## config.mk

```make
export PLATFORM = sky130hd
export DESIGN_NAME = corr_uart_tx_flat
export DESIGN_NICKNAME = d
export VERILOG_FILES = /design/src/rtl/corr_uart_tx_if.sv /design/src/rtl/corr_uart_tx.sv /design/src/flat_wrapper.sv
export SDC_FILE = /design/constraint.sdc
export NUM_CORES = 1
export LEC_CHECK = 0
export CAP_MARGIN = 20
export CORE_MARGIN = 8
export CORE_UTILIZATION = 30
export DETAILED_ROUTE_END_ITERATION = 8
export SYNTH_ARGS = -nofsm -noshare
export SYNTH_HDL_FRONTEND = slang
export SYNTH_SLANG_ARGS = --single-unit
```

## constraint.sdc

```tcl
create_clock -name clk -period 2.8 [get_ports clk]
set_clock_uncertainty 0.15 [all_clocks]
set_input_delay 0.42 -clock clk [delete_from_list [all_inputs] [get_ports clk]]
set_output_delay 0.42 -clock clk [all_outputs]
set_load 0.03 [all_outputs]
```

## src/rtl/corr_uart_tx_if.sv

```systemverilog
// corr_uart_tx_if: result-byte strobe in, UART line and status out.
// Master is the upstream dispatcher side, slave is the transmitter.
interface corr_uart_tx_if;
  logic [7:0] value;
  logic       rdy;
  logic       tx;
  logic       busy;
  logic       overflow;
  logic [2:0] fifo_level;

  modport master (
    output value, rdy,
    input  tx, busy, overflow, fifo_level
  );

  modport slave (
    input  value, rdy,
    output tx, busy, overflow, fifo_level
  );
endinterface

```

## src/rtl/corr_uart_tx.sv

```systemverilog
// corr_uart_tx: 4-deep byte FIFO feeding an 8N1 UART transmitter.
// tx is registered; back-to-back frames run with no idle gap.
module corr_uart_tx #(
  parameter int CLKS_PER_BIT = 104
) (
  input logic          clk,
  input logic          rst,
  corr_uart_tx_if.slave bus
);

  localparam int CW = $clog2(CLKS_PER_BIT);

  typedef enum logic [1:0] {
    IDLE,
    START,
    DATA,
    STOP
  } state_t;

  state_t      state;
  logic [CW-1:0] cnt;
  logic [2:0]  bit_idx;
  logic [7:0]  shift;
  logic        tx_q;

  logic [7:0]  mem [4];
  logic [1:0]  wp;
  logic [1:0]  rp;
  logic [2:0]  level;
  logic        ovf;

  logic        cnt_end;
  logic        empty;
  logic        full;
  logic        pop;
  logic        push;

  assign cnt_end = (cnt == CW'(CLKS_PER_BIT - 1));
  assign empty   = (level == 3'd0);
  assign full    = (level == 3'd4);
  // pop only in IDLE or at the last STOP cycle, never from an empty FIFO
  assign pop     = !empty &&
                   ((state == IDLE) || ((state == STOP) && cnt_end));
  // a full FIFO still accepts when the head leaves on the same edge
  assign push    = bus.rdy && (!full || pop);

  assign bus.tx         = tx_q;
  assign bus.busy       = (state != IDLE) || !empty;
  assign bus.overflow   = ovf;
  assign bus.fifo_level = level;

  // FIFO storage, no reset needed: occupancy is tracked by level
  always_ff @(posedge clk) begin
    if (!rst && push) begin
      mem[wp] <= bus.value;
    end
  end

  // FIFO pointers, occupancy and sticky overflow
  always_ff @(posedge clk) begin
    if (rst) begin
      wp    <= '0;
      rp    <= '0;
      level <= '0;
      ovf   <= 1'b0;
    end else begin
      if (push) wp <= wp + 2'd1;
      if (pop)  rp <= rp + 2'd1;
      level <= level + 3'(push) - 3'(pop);
      if (bus.rdy && !push) ovf <= 1'b1;
    end
  end

  // frame FSM; tx is loaded with the value of the state being entered
  always_ff @(posedge clk) begin
    if (rst) begin
      state   <= IDLE;
      cnt     <= '0;
      bit_idx <= '0;
      shift   <= '0;
      tx_q    <= 1'b1;
    end else begin
      unique case (state)
        IDLE: begin
          tx_q <= 1'b1;
          cnt  <= '0;
          if (pop) begin
            shift <= mem[rp];
            state <= START;
            tx_q  <= 1'b0;
          end
        end
        START: begin
          if (cnt_end) begin
            cnt     <= '0;
            bit_idx <= '0;
            state   <= DATA;
            tx_q    <= shift[0];
          end else begin
            cnt <= cnt + 1'b1;
          end
        end
        DATA: begin
          if (cnt_end) begin
            cnt <= '0;
            if (bit_idx == 3'd7) begin
              state <= STOP;
              tx_q  <= 1'b1;
            end else begin
              bit_idx <= bit_idx + 3'd1;
              shift   <= shift >> 1;
              tx_q    <= shift[1];
            end
          end else begin
            cnt <= cnt + 1'b1;
          end
        end
        STOP: begin
          if (cnt_end) begin
            cnt <= '0;
            if (pop) begin
              shift <= mem[rp];
              state <= START;
              tx_q  <= 1'b0;
            end else begin
              state <= IDLE;
              tx_q  <= 1'b1;
            end
          end else begin
            cnt <= cnt + 1'b1;
          end
        end
        default: begin
          state <= IDLE;
          cnt   <= '0;
          tx_q  <= 1'b1;
        end
      endcase
    end
  end

endmodule

```

## src/flat_wrapper.sv

```systemverilog
// flat-port wrapper written by rule: the top's interface ports become plain ports
module corr_uart_tx_flat 
#(
  parameter int CLKS_PER_BIT = 104
)
  (clk, rst, bus_value, bus_rdy, bus_tx, bus_busy, bus_overflow, bus_fifo_level);
  corr_uart_tx_if bus_i ();
  input logic clk;
  input logic rst;
  input wire logic [$bits(bus_i.value)-1:0] bus_value;
  input wire logic [$bits(bus_i.rdy)-1:0] bus_rdy;
  output wire logic [$bits(bus_i.tx)-1:0] bus_tx;
  output wire logic [$bits(bus_i.busy)-1:0] bus_busy;
  output wire logic [$bits(bus_i.overflow)-1:0] bus_overflow;
  output wire logic [$bits(bus_i.fifo_level)-1:0] bus_fifo_level;
  assign bus_i.value = bus_value;
  assign bus_i.rdy = bus_rdy;
  assign bus_tx = bus_i.tx;
  assign bus_busy = bus_i.busy;
  assign bus_overflow = bus_i.overflow;
  assign bus_fifo_level = bus_i.fifo_level;
  corr_uart_tx #(.CLKS_PER_BIT(CLKS_PER_BIT)) u_core (.clk(clk), .rst(rst), .bus(bus_i));
endmodule
```

## After elaboration in Yosys (flattened, before gate mapping)

Memory sizes are Yosys's and may differ from the RTL's. A register that Yosys moved wholly into a read port is not among the register bits.
Index checks and enable logic that the tools add are counted.

| word-level totals | value |
|---|---|
| memories kept | 1 |
| memory bits (writable) | 32 |
| output and inout port bits | 6 |
| bits of input ports | 11 |
| register bits after elaboration | 29 |
| logic and storage cells | 78 |
| latch bits | 0 |
| ROM bits | 0 |

Memories:

| name | words | bits a word | read ports | clocked after Yosys merged registers in | wr ports | RTL line | RTL |
|---|---|---|---|---|---|---|---|
| u_core.mem | 4 | 8 | 1 | 1 | 1 | corr_uart_tx.sv:26 | `logic [7:0] mem [4];` |

| cells by class | value |
|---|---|
| div/mod/pow operators | 0 |
| equal/unequal tests | 12 |
| order comparisons | 0 |
| reductions and logical operators | 22 |
| shifts and indexed selects | 0 |
| multipliers | 0 |
| bitwise logic cells | 0 |
| muxes and demuxes | 28 |
| add/subtract/negate cells | 6 |

Operators with widths:

| cell | count |
|---|---|
| 8-bit two-way mux | 4 |
| 8-bit case mux with 3 select lines | 1 |
| 2-bit two-way mux | 7 |
| 7-bit case mux with 2 select lines | 1 |
| 2-bit by 1-bit != test with 1-bit output (second input constant) | 5 |
| 3-bit two-way mux | 3 |
| 1-bit two-way mux | 8 |
| 2-bit case mux with 4 select lines | 1 |
| 4-bit AND reduction | 2 |
| 7-bit by 1-bit adder with 7-bit output (second input constant) | 1 |
| 7-bit equality test (second input constant) | 1 |
| 7-bit two-way mux | 1 |
| 3-bit equality test (second input constant) | 2 |
| 3-bit case mux with 2 select lines | 1 |
| 1-bit logical AND | 5 |
| 5-bit AND reduction | 1 |
| 2-bit by 1-bit adder with 2-bit output (second input constant) | 2 |
| 2-bit equality test (second input constant) | 2 |
| 1-bit logical NOT | 4 |
| 1-bit case mux with 4 select lines | 1 |
| 2-bit nonzero test | 2 |
| 3-bit by 1-bit adder with 3-bit output | 1 |
| 3-bit by 1-bit adder with 3-bit output (second input constant) | 1 |
| 3-bit logical NOT | 1 |
| 8 further kinds | 10 |

## Longest topological paths before layout

| depth | value |
|---|---|
| depth in word-level cells | 9 |
| depth in mapped cells | 12 |
| mapped depth without buffers | 11 |

## Least setup slack after synthesis

No wires, ideal clock.

| timing path | value |
|---|---|
| path type | reg2reg |
| from | register u_core.cnt[0] |
| to | register u_core.level[2], in the netlist u_core.bus.fifo_level[2] |
| slack | 0.185 ns |
| library setup time | 0.128 ns |
| stages on the path, launching flop included | 12 |
| data arrival time | 2.338 ns |
| period minus slack after synthesis | 2.615 ns |
| path buffers | 1 |
| path through | dfxtp_1 > ha_1 > and3_1 > buf_2 > a31o_2 > o21ai_1 > inv_1 > ha_1 > fa_1 > xnor2_1 > xnor2_1 > nor2_1 |

| on the way | value |
|---|---|
| cells in the longest elaborated chain, start to end | 8 |

RTL lines:

| item | RTL line | RTL |
|---|---|---|
| from (decl) | corr_uart_tx.sv:21 | `logic [CW-1:0] cnt;` |
| from (signal assigned) | corr_uart_tx.sv:100 | `cnt <= cnt + 1'b1;` |
| from (signal assigned) | corr_uart_tx.sv:115 | `cnt <= cnt + 1'b1;` |
| from (signal assigned) | corr_uart_tx.sv:130 | `cnt <= cnt + 1'b1;` |
| 7-bit equality test (*) | corr_uart_tx.sv:38 | `assign cnt_end = (cnt == CW'(CLKS_PER_BIT - 1));` |
| 1-bit logical AND (*) | corr_uart_tx.sv:43 | `((state == IDLE) \|\| ((state == STOP) && cnt_end));` |
| 1-bit logical OR (*) | corr_uart_tx.sv:43 |  |
| 1-bit logical AND (*) | corr_uart_tx.sv:42 | `assign pop = !empty &&` |
| 1-bit logical OR | corr_uart_tx.sv:45 | `assign push = bus.rdy && (!full \|\| pop);` |
| 1-bit logical AND | corr_uart_tx.sv:45 |  |
| 3-bit by 1-bit adder with 3-bit output | corr_uart_tx.sv:69 | `level <= level + 3'(push) - 3'(pop);` |
| 3-bit by 1-bit subtractor with 3-bit output (*) | corr_uart_tx.sv:69 |  |
| to (signal assigned) | corr_uart_tx.sv:69 |  |
| to (decl) | corr_uart_tx.sv:29 | `logic [2:0] level;` |

Mark *: on every way between the ends. The rest lies on a longest branch, timed or not.
A chain may end at the register's enable or synchronous reset.

## Worst setup path after layout

Ends and elaborated chain as after synthesis.

==> results.json <==
{
  "synth_nets": 252,
  "fin_ws_ps": 210.1,
  "layout_common_cells": "edfxtp_1 (32), dfxtp_1 (31), nor2_1 (21)",
  "hold_viol_final": 0,
  "routed_wirelength_mm": 4.899,
  "die_height_um": 112.3,
  "placed_cell_area_sq_um": 3052,
  "cts_sinks": 63,
  "fillers": 905,
  "portBuffers": 16,
  "avgSynthCellArea_sq_um": 12.26,
  "end_kind": "flop",
  "postCtsHoldBufs": 0,
  "place_hpwl_mm": 3.402,
  "synth_edf_count": 32,
  "pre_cts_ws_ps": 200.1,
  "place_inst": 346,
  "diodes": 0,
  "clock_latency_ps": 340,
  "layout.nets": 271,
  "initial_utilization_pct": 30.55,
  "clkTransAtPathRegs_ps": 80,
  "hold_slack_ps": 298.5,
  "grt_overflow_total": 0,
  "fin_tns_setup_ps": 0,
  "worstPathRequired_ps": 2870,
  "power.density_nw_per_um2": 931.9,
  "grt_pass1_wl_mm": 8.645,
  "crit_path_end": "u_core.bus.fifo_level[2]",
  "finalNonFillerCells": 362,
  "path_class": "reg2reg",
  "timing.rr.end": "u_core.bus.fifo_level[2]",
  "async_flop_share_pct": 0,
  "syn_inst": 227,
  "crit_start": "u_core.cnt[0]",
  "rsz0062_at_grt": "false",
  "ys_seq_area_share_pct": 56.83,
  "finalMaxSlewViolations": 0,
  "utilization_pct": 35.47,
  "clockBufferDepth": 2,
  "vias": 1725,
  "p_leak_nw": 1.108,
  "first_pass_iters": 4,
  "ir_worst_vdd_mv": 0.3788,
  "min_period_ps": 2590,
  "numCtsBuffers": 9,
  "drive_gt1_share_pct": 13.94,
  "cap_viol_max_count": 0,
  "core_sq_um": 9109,
  "cts-root-buf": "clkbuf_8",
  "grt_max_degree": 29,
  "rrSetupSlack_ps": 210,
  "grt_usage_pct": 8.728,
  "boundaryPins": 17,
  "grt_pass1_vias": 1777,
  "cts_tree": "yes",
  "post-route-drc-count": 0,
  "die_w_um": 112.3,
  "syn2layout_area_growth_pct": 16.10,
  "r2r_start": "u_core.cnt[0]",
  "worst_pin_slew_ps": 526.8,
  "setup_viol": 0,
  "setup.worst_path.start_class": "flop",
  "synth_ff_type": "edfxtp_1",
  "syn-cell-area_sq_um": 2783,
  "wl_per_cell_um": 13.53,
  "final_area_sq_um": 3231,
  "synth_seq_cells": 63,
  "drt-initial-drc-count": 94,
  "ys_warn_count": 0,
  "rows": 35,
  "total_power_mw": 3.011,
  "max-slew-margin-rel_pct": 64.83,
  "viasPerCell": 4.765,
  "dieArea_sq_um": 12610,
  "status": "finished, final reports clean",
  "arrival_ps": 2660,
  "ant_nets": 0,
  "final_common_cell": "edfxtp_1",
  "htree_levels": 3,
  "rr_worst_depth": 11,
  "finalCritPeriodShare_pct": 92.50,
  "clock.fmax_ghz": 0.3861,
  "critPathMaxFanout": 7,
  "yosys.cell_types.count": 40,
  "antenna_found_initial": 0,
  "min_path_type": "reg2reg",
  "place_congestion": 0.7730
}
[worst max-delay path, stage by stage, from the launching register on]
cell and delay [ps]:
dfxtp_1 330, ha_1 230, and3_2 260, a31oi_2 210
nor2_1 100, nand2_1 110, o21ai_0 100, ha_1 230
fa_1 380, xnor2_1 180, xnor2_1 140, nor2_1 50
[metal layers]
metal | GRT usage (%) | wire length [um] | vias to the layer above
li1 | - | - | 860
met1 | 10.26 | 2286 | 831
met2 | 13.81 | 2334 | 25
met3 | 3.489 | 201 | 9
met4 | 3.777 | 77 | 0
met5 | 0 | 0 | -
[synth_stat cells (all sizes together) (4+ instances only)]
cell | count | share of area, %
edfxtp | 32 | 35
mux4 | 8 | 6.5
clkbuf | 5 | 0.67
nor2 | 21 | 2.8
ha | 13 | 5.8
nand3 | 5 | 0.90
and2 | 6 | 1.4
or3 | 9 | 2.0
inv | 11 | 1.5
mux2i | 9 | 3.2
nor3 | 4 | 0.72
xnor2 | 7 | 2.2
o21ai | 13 | 2.3
a21oi | 15 | 3.0
buf | 6 | 1.2
nand2 | 9 | 1.2
dfxtp | 31 | 22
[power by group]
part           total, mW  leakage [nW]  switching (mW)  internal [mW]
clock network      0.685        0.0870           0.365          0.320
registers           1.23         0.544           0.118           1.12
logic               1.09         0.477           0.592          0.499
total               3.01          1.11            1.08           1.94
[cells by family after synthesis]
| family | Yosys count | share of synthesized area (%) |
|---|---|---|
| muxes | 17 | 9.712 |
| AOI/OAI and AO/OA | 37 | 8.274 |
| buffers and inverters | 22 | 3.372 |
| DFF | 63 | 56.83 |
| and+or+nand+nor | 64 | 12.10 |
| adders and majority gates | 14 | 6.565 |
| xor gates and xnor gates | 10 | 3.148 |
[how the worst min path moves through the flow]
stage / from / endpoint / slack [ps] / cells after the start
2_1_floorplan: u_core.cnt[0] / u_core.cnt[0] / 270 / 1
5_1_grt: u_core.cnt[0] / u_core.cnt[0] / 320 / 1
3_3_place_gp: u_core.cnt[0] / u_core.cnt[0] / 280 / 1
4_1_cts: u_core.cnt[0] / u_core.cnt[0] / 300 / 1
6_report: u_core.cnt[0] / u_core.cnt[0] / 300 / 1
3_5_place_dp: u_core.cnt[0] / u_core.cnt[0] / 290 / 1
[state kept, by name, indices dropped and copies added, names as in the netlist, named ones only]
| name | count |
|---|---|
| u_core.state | 2 |
| u_core.bus.fifo_level | 3 |
| u_core.wp | 2 |
| u_core.bus.tx | 1 |
| u_core.cnt | 7 |
| u_core.rp | 2 |
| u_core.mem | 32 |
| u_core.shift | 8 |
| u_core.bus.overflow | 1 |
| u_core.bit_idx | 3 |
[what timing repair did]
| action | CTS | global route |
|---|---|---|
| setup endpoints to repair | 0 | 1 |
| endpoints found under the hold margin | 0 | 0 |
| setup buffers | 0 | 0 |
| resized for setup | 0 | 2 |
[layout make-up]
cell class,count,area (sq um),share of cell area [%]
flip-flops and latches,63,1582,48.95
multi-input cells,142,1115,34.51
repair buffers,19,182.7,5.655
well taps,111,138.9,4.299
clock buffers,9,123.9,3.834
clock inverters,7,47.55,1.472
inverters,11,41.29,1.278
Power figures use the tool's default switching activity.
